<file path="src/rtl/seq_run_ctrl.sv">
// seq_run_ctrl: bounded, restartable run controller for the multi-cycle core.
// Walks a one-hot phase through STAGES positions per instruction, counts
// cycles and retired instructions, and ends a run on halt, budget expiry or
// abort, reporting which one ended it.
module seq_run_ctrl #(
  parameter int STAGES     = 5,
  parameter int CYC_W      = 32,
  parameter int MAX_CYCLES = 20
) (
  input  logic              clk,
  input  logic              rst,
  input  logic              start,
  input  logic              halt_in,
  input  logic              abort,
  output logic [STAGES-1:0] stage_en,
  output logic              instr_done,
  output logic              running,
  output logic              done,
  output logic [1:0]        halt_reason,
  output logic [CYC_W-1:0]  cycle_cnt,
  output logic [CYC_W-1:0]  instr_cnt
);

  typedef enum logic [1:0] {S_IDLE, S_RUN, S_DRAIN, S_DONE} state_t;

  localparam logic [1:0] RSN_NONE  = 2'd0;
  localparam logic [1:0] RSN_HALT  = 2'd1;
  localparam logic [1:0] RSN_TMO   = 2'd2;
  localparam logic [1:0] RSN_ABORT = 2'd3;

  // Value of cycle_q during the final budgeted cycle; unused when unlimited.
  localparam logic [CYC_W-1:0] TMO_AT =
    CYC_W'((MAX_CYCLES == 0) ? 0 : MAX_CYCLES - 1);

  state_t              state_q, state_d;
  logic [1:0]          reason_q, reason_d;
  logic [STAGES-1:0]   stage_q;
  logic [CYC_W-1:0]    cycle_q, instr_q;
  logic                last_stg, tmo_hit, run_c, run_next;

  assign last_stg = stage_q[STAGES-1];
  assign tmo_hit  = (MAX_CYCLES != 0) && (cycle_q == TMO_AT);
  assign run_next = (state_d == S_RUN) || (state_d == S_DRAIN);

  // State and end-reason registers.
  always_ff @(posedge clk) begin
    if (rst) begin
      state_q  <= S_IDLE;
      reason_q <= RSN_NONE;
    end else begin
      state_q  <= state_d;
      reason_q <= reason_d;
    end
  end

  // Next-state: abort beats timeout beats halt completion beats drain entry.
  always_comb begin
    state_d  = state_q;
    reason_d = reason_q;
    case (state_q)
      S_IDLE, S_DONE: begin
        if (start) begin
          state_d  = S_RUN;
          reason_d = RSN_NONE;
        end
      end
      S_RUN, S_DRAIN: begin
        if (abort) begin
          state_d  = S_DONE;
          reason_d = RSN_ABORT;
        end else if (tmo_hit) begin
          state_d  = S_DONE;
          reason_d = RSN_TMO;
        end else if (last_stg && (state_q == S_DRAIN || halt_in)) begin
          state_d  = S_DONE;
          reason_d = RSN_HALT;
        end else if (state_q == S_RUN && halt_in) begin
          state_d  = S_DRAIN;
        end
      end
      default: begin
        state_d  = S_IDLE;
        reason_d = RSN_NONE;
      end
    endcase
  end

  // Status outputs decoded from state; stage_q is already zero when idle.
  always_comb begin
    run_c       = (state_q == S_RUN) || (state_q == S_DRAIN);
    running     = run_c;
    done        = (state_q == S_DONE);
    instr_done  = run_c & last_stg;
    stage_en    = stage_q;
    halt_reason = reason_q;
    cycle_cnt   = cycle_q;
    instr_cnt   = instr_q;
  end

  // Phase rotation and saturating counters; terminating cycle still counts.
  always_ff @(posedge clk) begin
    if (rst) begin
      stage_q <= '0;
      cycle_q <= '0;
      instr_q <= '0;
    end else if (!run_c) begin
      if (start) begin
        stage_q <= STAGES'(1);
        cycle_q <= '0;
        instr_q <= '0;
      end
    end else begin
      cycle_q <= (cycle_q == '1) ? cycle_q : cycle_q + CYC_W'(1);
      if (last_stg && instr_q != '1)
        instr_q <= instr_q + CYC_W'(1);
      stage_q <= run_next ? {stage_q[STAGES-2:0], stage_q[STAGES-1]} : '0;
    end
  end

endmodule
</file>
<file path="config.mk">
export PLATFORM = sky130hd
export DESIGN_NAME = seq_run_ctrl
export DESIGN_NICKNAME = d
export VERILOG_FILES = /design/src/rtl/seq_run_ctrl.sv
export SDC_FILE = /design/constraint.sdc
export NUM_CORES = 1
export LEC_CHECK = 0
export ABC_AREA = 0
export ABC_CLOCK_PERIOD_IN_PS = 2950
export CAP_MARGIN = 15
export CELL_PAD_IN_SITES_DETAIL_PLACEMENT = 1
export CELL_PAD_IN_SITES_GLOBAL_PLACEMENT = 2
export CORE_MARGIN = 5
export CORE_UTILIZATION = 30
export DETAILED_ROUTE_END_ITERATION = 6
export PLACE_DENSITY_LB_ADDON = 0.15
export SYNTH_ARGS = -nofsm -noshare
export SYNTH_HDL_FRONTEND = slang
export SYNTH_SLANG_ARGS = --single-unit
</file>
<file path="constraint.sdc">
create_clock -name clk -period 2.95 [get_ports clk]
set_input_delay 0.59 -clock clk [delete_from_list [all_inputs] [get_ports clk]]
set_output_delay 0.59 -clock clk [all_outputs]
set_load 0.02 [all_outputs]
</file>
After elaboration in Yosys (flattened, before gate mapping)

Cells that the tools add are included.
W data, S select, Z words.

Register bits: 73
Input port bits: 5
Output and inout port bits: 74
Logic and storage cells: 52

Add/subtract/negate cells: 2
Equality and inequality tests: 12
Multiplexer cells: 19
Bitwise operators: 1
Reduce and logical (&&, ||, !) cells: 13

Operator list:

| operator                | number |
|---|---|
| $mux W32                | 5 |
| $add A32 B1 Y32 const B | 2 |
| $eq A32 B32 Y1 const B  | 1 |
| $eq A32 B5 Y1 const B   | 1 |
| $ne A32 B32 Y1 const B  | 1 |
| $mux W2                 | 9 |
| $mux W5                 | 3 |
| $pmux W2 S2             | 2 |
| $eq A2 B2 Y1 const B    | 3 |
| $reduce_and A2 Y1       | 3 |
| $eq A2 B1 Y1 const B    | 2 |
| $ne A2 B2 Y1 const B    | 2 |
| $ne A4 B4 Y1 const B    | 1 |
| $reduce_or A2 Y1        | 2 |
| $logic_and A1 B1 Y1     | 3 |
| $logic_or A1 B1 Y1      | 3 |
| $logic_not A2 Y1        | 1 |
| $ne A2 B1 Y1 const B    | 1 |
| $reduce_bool A2 Y1      | 1 |
| $and A1 B1 Y1           | 1 |

Logic depth before layout (Yosys ltp)

Word-level depth: 11
Depth in mapped cells: 10
Gate-level depth less buffers: 7

Worst setup path before layout

No wires, ideal clock.

Path kind: reg-to-reg
Start point: reg state_q[0]
End point: reg instr_q[10] (netlist: instr_cnt[10])
Setup time: 0.070 ns
Arrival: 2.534 ns
Data required time: 2.880 ns
Slack: 0.346 ns
Stages on the path, launching flop included: 9
Path buffers: 1
Period minus slack after synthesis: 2.604 ns
Path through: dfxtp_1 -> inv_1 -> ha_1 -> clkbuf_1 -> nor2b_1 -> nor2_1 -> or3_1 -> or4_1 -> a21oi_1

Word-level cells in the longest chain between the ends: 4

RTL lines:

| element                                                      | RTL line | RTL |
|---|---|---|
| start: declaration                                           | 35       | `state_t state_q, state_d;` |
| start signal: assignment                                     | 51       | `state_q <= state_d;` |
| $eq A2 B1 Y1 or $eq A2 B2 Y1 (tied branches)                 | 90       | `run_c = (state_q == S_RUN) \|\| (state_q == S_DRAIN);` |
| $logic_or A1 B1 Y1 (*)                                       | 90       |  |
| $ne A2 B1 Y1 (no line) or $reduce_bool A2 Y1 (tied branches) | -        |  |
| $reduce_and A2 Y1 (no line)                                  | -        |  |
| end signal: assignment                                       | 115      | `instr_q <= instr_q + CYC_W'(1);` |
| end: declaration                                             | 38       | `logic [CYC_W-1:0] cycle_q, instr_q;` |

Every way passes the cells marked *; elsewhere a longest branch is shown, timed or not.
A chain may end at the register's enable or synchronous reset.

Worst setup path after layout

Start point: reg state_q[0]
End point: out instr_done

Word-level cells in the longest chain between the ends: 3

RTL lines:

| element                                      | RTL line | RTL |
|---|---|---|
| $eq A2 B1 Y1 or $eq A2 B2 Y1 (tied branches) | 90       |  |
| $logic_or A1 B1 Y1 (*)                       | 90       |  |
| $and A1 B1 Y1 (*)                            | 93       | `instr_done = run_c & last_stg;` |
| end: declaration                             | 16       | `output logic instr_done,` |

Marks and branches as above.

==> summary by stage <==
Power
The power density over cell area is 474.2 nW/µm². Summed over all cells, the static leakage comes to 1.652 nW. Total power for the finished layout comes to 2.515 mW.

IR analysis of the VDD net gives a maximum drop of 0.0002597 V.

GRT
The overall track demand over capacity in global routing is 17.94%. The total congestion overflow is 0. Entering global routing, the biggest net connects 39 pins. The first global-routing pass estimated 22.96 mm of wire. For met1 alone, demand over resource in global routing was 23.98%.

The via count of the first global-routing pass is 4373. The most utilized layer in the global route result is met2. The number of antenna violations at the first check in global routing is 0. Global routing consumed, on the met2 layer, 29.13% of the routing resources. In the global route stage, met3 resource usage came out at 3.216%.

Logic synthesis
The synthesized netlist devotes 31.67% of its cell area to simple gates. In this run the mean area of a mapped cell was 8.339 µm². The flip-flop and latch count after synthesis is 73. The number of library cell types mapped by synthesis is 55. The cell taking the most area after synthesis is dfxtp_1. The adder and majority gate portion of the synthesized area is 1.593%. The most used flip-flop cell after synthesis is dfxtp_1.

The number of nets in the synthesized netlist is 481. The synthesized netlist devotes 23.10% of its cell area to compound gates. The mapped netlist covers 3928 µm². The synthesized netlist devotes 0.8920% of its cell area to XOR and XNOR gates. The Yosys step of the flow raised 0 warnings. The fraction of synthesis flops using an asynchronous set or reset pin is 0%. The multiplexer area fraction after synthesis is 2.103%. Sequential cells were found to cover 37.21% of the synthesized design area. Yosys attributes the largest share of cell area to dfxtp_1 (37%), a21oi_1 (5.2%), or4_1 (5.2%). The cell count after synthesis came out at 471. Counting flops with a built-in enable in the synthesized netlist gives 0. The combinational family with the most area after synthesis is simple AND/OR/NAND/NOR gates. The share of the synthesized area in the top cell type is 37.21%.

Layout
Cells with a size suffix above 1 make up 9.524% of the layout. The layout has 1543 filler cells. In the layout the commonest cells are clkdlybuf4s50_1 (78), dfxtp_1 (73), nand2_1 (42), a21oi_1 (41), buf_4 (28). After the last flow step, the layout net total stands at 574.

The antenna cell count is 0. The library cell used most frequently in the layout, excluding fill and tap cells, is clkdlybuf4s50_1. At the end of the flow the core is filled with cells to 41.68%. The filler-free cell count of the finished design is 739.

The area overhead of the layout relative to synthesis is 35.01%.

Drt
Once detail routing completed, the nets flagged for antenna violations numbered 0. The final wirelength is 13.93 mm. The total iterations of the first detailed-routing run is 4. The remaining routing DRC violations is 0.

The detailed-route vias per instance is 5.747. After detailed routing, the average wire length per cell comes to 18.84 µm. After the first detailed-routing iteration, the DRC count stood at 269. The total number of vias is 4247.

Clock network
The clock transition at the registers of the reported paths is 0.05 ns. The CTS buffer count is 9. At the later pin of the worst-skew pair, clock insertion delay measures 0.34 ns.

The maximum buffer depth of the clock tree is 2. After clock tree synthesis, the setup repair step added 0 buffers. CTS built an H-tree with a depth of 3. The clock drives 73 sinks. The CTS tree is yes. The root buffer cell is clkbuf_16.

Critical path
In this run the worst setup path begins at state_q[0]$_SDFF_PP0_. The kind of cell adding the most delay to the critical path is buffers and inverters. In this design, the stage delay of the slowest critical-path cell is 0.67 ns. The startpoint of the most critical register-to-register path is cycle_cnt[21]$_SDFFE_PP0P_. The critical path in this run is classified as reg -> out. The instance count on the critical path is 4. The worst endpoint required time is 2.36 ns. The worst register-to-register path has a depth of 6. The critical path arrival is 2.16 ns. The register-to-register setup slack is 0.35 ns. The signal on the critical path passes through inv_1, ha_1, nor2b_2, clkdlybuf4s50_1. The most critical setup path has its endpoint at instr_done. The worst setup path is captured at a primary output. The nature of the critical path startpoint is a register. Along the worst path, the maximum fanout reaches 6. The endpoint of the most critical register-to-register path is cycle_cnt[4]$_SDFFE_PP0P_. Among all stages on the critical path, the largest delay is contributed by clkdlybuf4s50_1. Together, buffers and inverters on the worst path number 2.

Floorplanning
The I/O pin count is 79. The vertical extent of the die is 124.4 µm. The number of rows in the core area is 41. The core region is 12720 µm². Once the floorplan was initialized, standard cells occupied 30.87% of the core. The total die area is 15480 µm². From left edge to right edge, the die measures 124.4 µm.

STA
At the pin with the least slew margin, the transition time is 1.011 ns. The max-slew headroom at the worst pin is 32.19%. The final number of setup-violating endpoints is 0. The number of max-slew violations in the final report is 0. The maximum clock skew at final layout is 0.002423 ns. Dividing the final minimum period by the clock period gives 93.36%. The setup TNS is 0 ns. The number of hold-slack violations in the final timing report is 0. The clock period could shrink to 2.754 ns. Setup repair after global routing left no endpoint under its margin.

Timing would allow up to 0.3631 GHz.

Placement
Routability-driven placement finished with a final weighted congestion of 0.8010. The post-detailed-placement half-perimeter wirelength is 10.24 mm. After detailed placement, the design holds a cell count of 725. The count of input and output buffers is 78.

Hold path
In this run the worst hold path is classified as reg -> reg.

Job
The number of maximum-capacitance violations is 0.

Status
The flow ran to the end, and the final reports show no timing, DRC or antenna violations.
-- worst min-delay path: cells and delay by family, from the launching register on --
kind / cells / cell delay (ns)
AND/OR/NAND/NOR: 1 / 0.07
AO/OA/AOI/OAI: 1 / 0.06
flip-flops: 1 / 0.32
-- report_power, final --
group / internal (mW) / leakage (nW) / total (mW) / switching (mW)
registers: 1.01 / 0.589 / 1.03 / 0.0208
clock network: 0.607 / 0.129 / 1.01 / 0.402
logic: 0.164 / 0.935 / 0.479 / 0.316
total: 1.78 / 1.65 / 2.51 / 0.739
-- state kept, by name, indices dropped and copies added (netlist names) --
name         cells
state_q          2
instr_cnt       32
cycle_cnt       32
stage_en         5
halt_reason      2
-- cell type report --
cell class,count,area [µm²],area share (%)
Clock buffer,14,264.0,4.979
Inverter,10,37.54,0.7079
Multi-Input combinational cell,364,2333,44.01
Sequential cell,73,1461,27.56
Tap cell,172,215.2,4.059
Timing Repair Buffer,106,991.0,18.69
-- worst min-delay path by stage --
stage                     slack [ns]                           to                        start  cells after the start
final                           0.50  halt_reason[1]$_SDFFE_PP0P_  halt_reason[1]$_SDFFE_PP0P_                      2
after global routing            0.52  halt_reason[1]$_SDFFE_PP0P_  halt_reason[1]$_SDFFE_PP0P_                      2
after CTS                       0.50  halt_reason[1]$_SDFFE_PP0P_  halt_reason[1]$_SDFFE_PP0P_                      2
after detailed placement        0.50  halt_reason[1]$_SDFFE_PP0P_  halt_reason[1]$_SDFFE_PP0P_                      2
after global placement          0.47  halt_reason[1]$_SDFFE_PP0P_  halt_reason[1]$_SDFFE_PP0P_                      2
after floorplan                 0.53  halt_reason[1]$_SDFFE_PP0P_  halt_reason[1]$_SDFFE_PP0P_                      2
-- synthesized netlist by cell type (5+ instances only) --
cell / n
a21oi_1: 41
and3_1: 10
and4_1: 9
clkbuf_1: 20
dfxtp_1: 73
ha_1: 5
inv_1: 10
mux2i_1: 6
nand2_1: 42
nand3_1: 22
nand4_1: 21
nor2_1: 24
nor3_1: 6
nor4_1: 15
o211ai_1: 11
o21ai_0: 18
o311ai_0: 7
o31ai_1: 15
o41ai_1: 9
or3_1: 20
or4_1: 27
-- routing by layer --
metal / vias to the layer above / share of wire [%] / wire length, µm
met2: 79 / 47 / 6486
met1: 2095 / 48 / 6699
met4: 0 / 1.4 / 192
met3: 13 / 3.9 / 548
met5: - / 0 / 0
li1: 2060 / - / -
-- cells by family after synthesis --
group,after synthesis
xor+xnor,4
mux,8
simple gates,215
flops,73
fa+ha+maj,5
compound gates,132
buf+inv,34
-- timing repair --
item                                    4_1_cts  5_1_grt
hold buffers                                  0        0
gates resized for setup                       0        1
endpoints found under the setup margin        0        1
hold endpoints to repair                      0        0
-- per-stage QoR --
step / setup WS (ns) / hold slack, ns / area (µm²)
after global routing: 0.05595 / 0.5213 / 5303
after floorplan: 0.3459 / 0.5327 / 3928
final: 0.1959 / 0.4972 / 5303
after CTS: 0.01506 / 0.5024 / 5300
after global placement: 0.3979 / 0.4712 / 5036
after detailed placement: 0.3563 / 0.5015 / 5036
No activity file was read; power rests on OpenSTA's default activity.
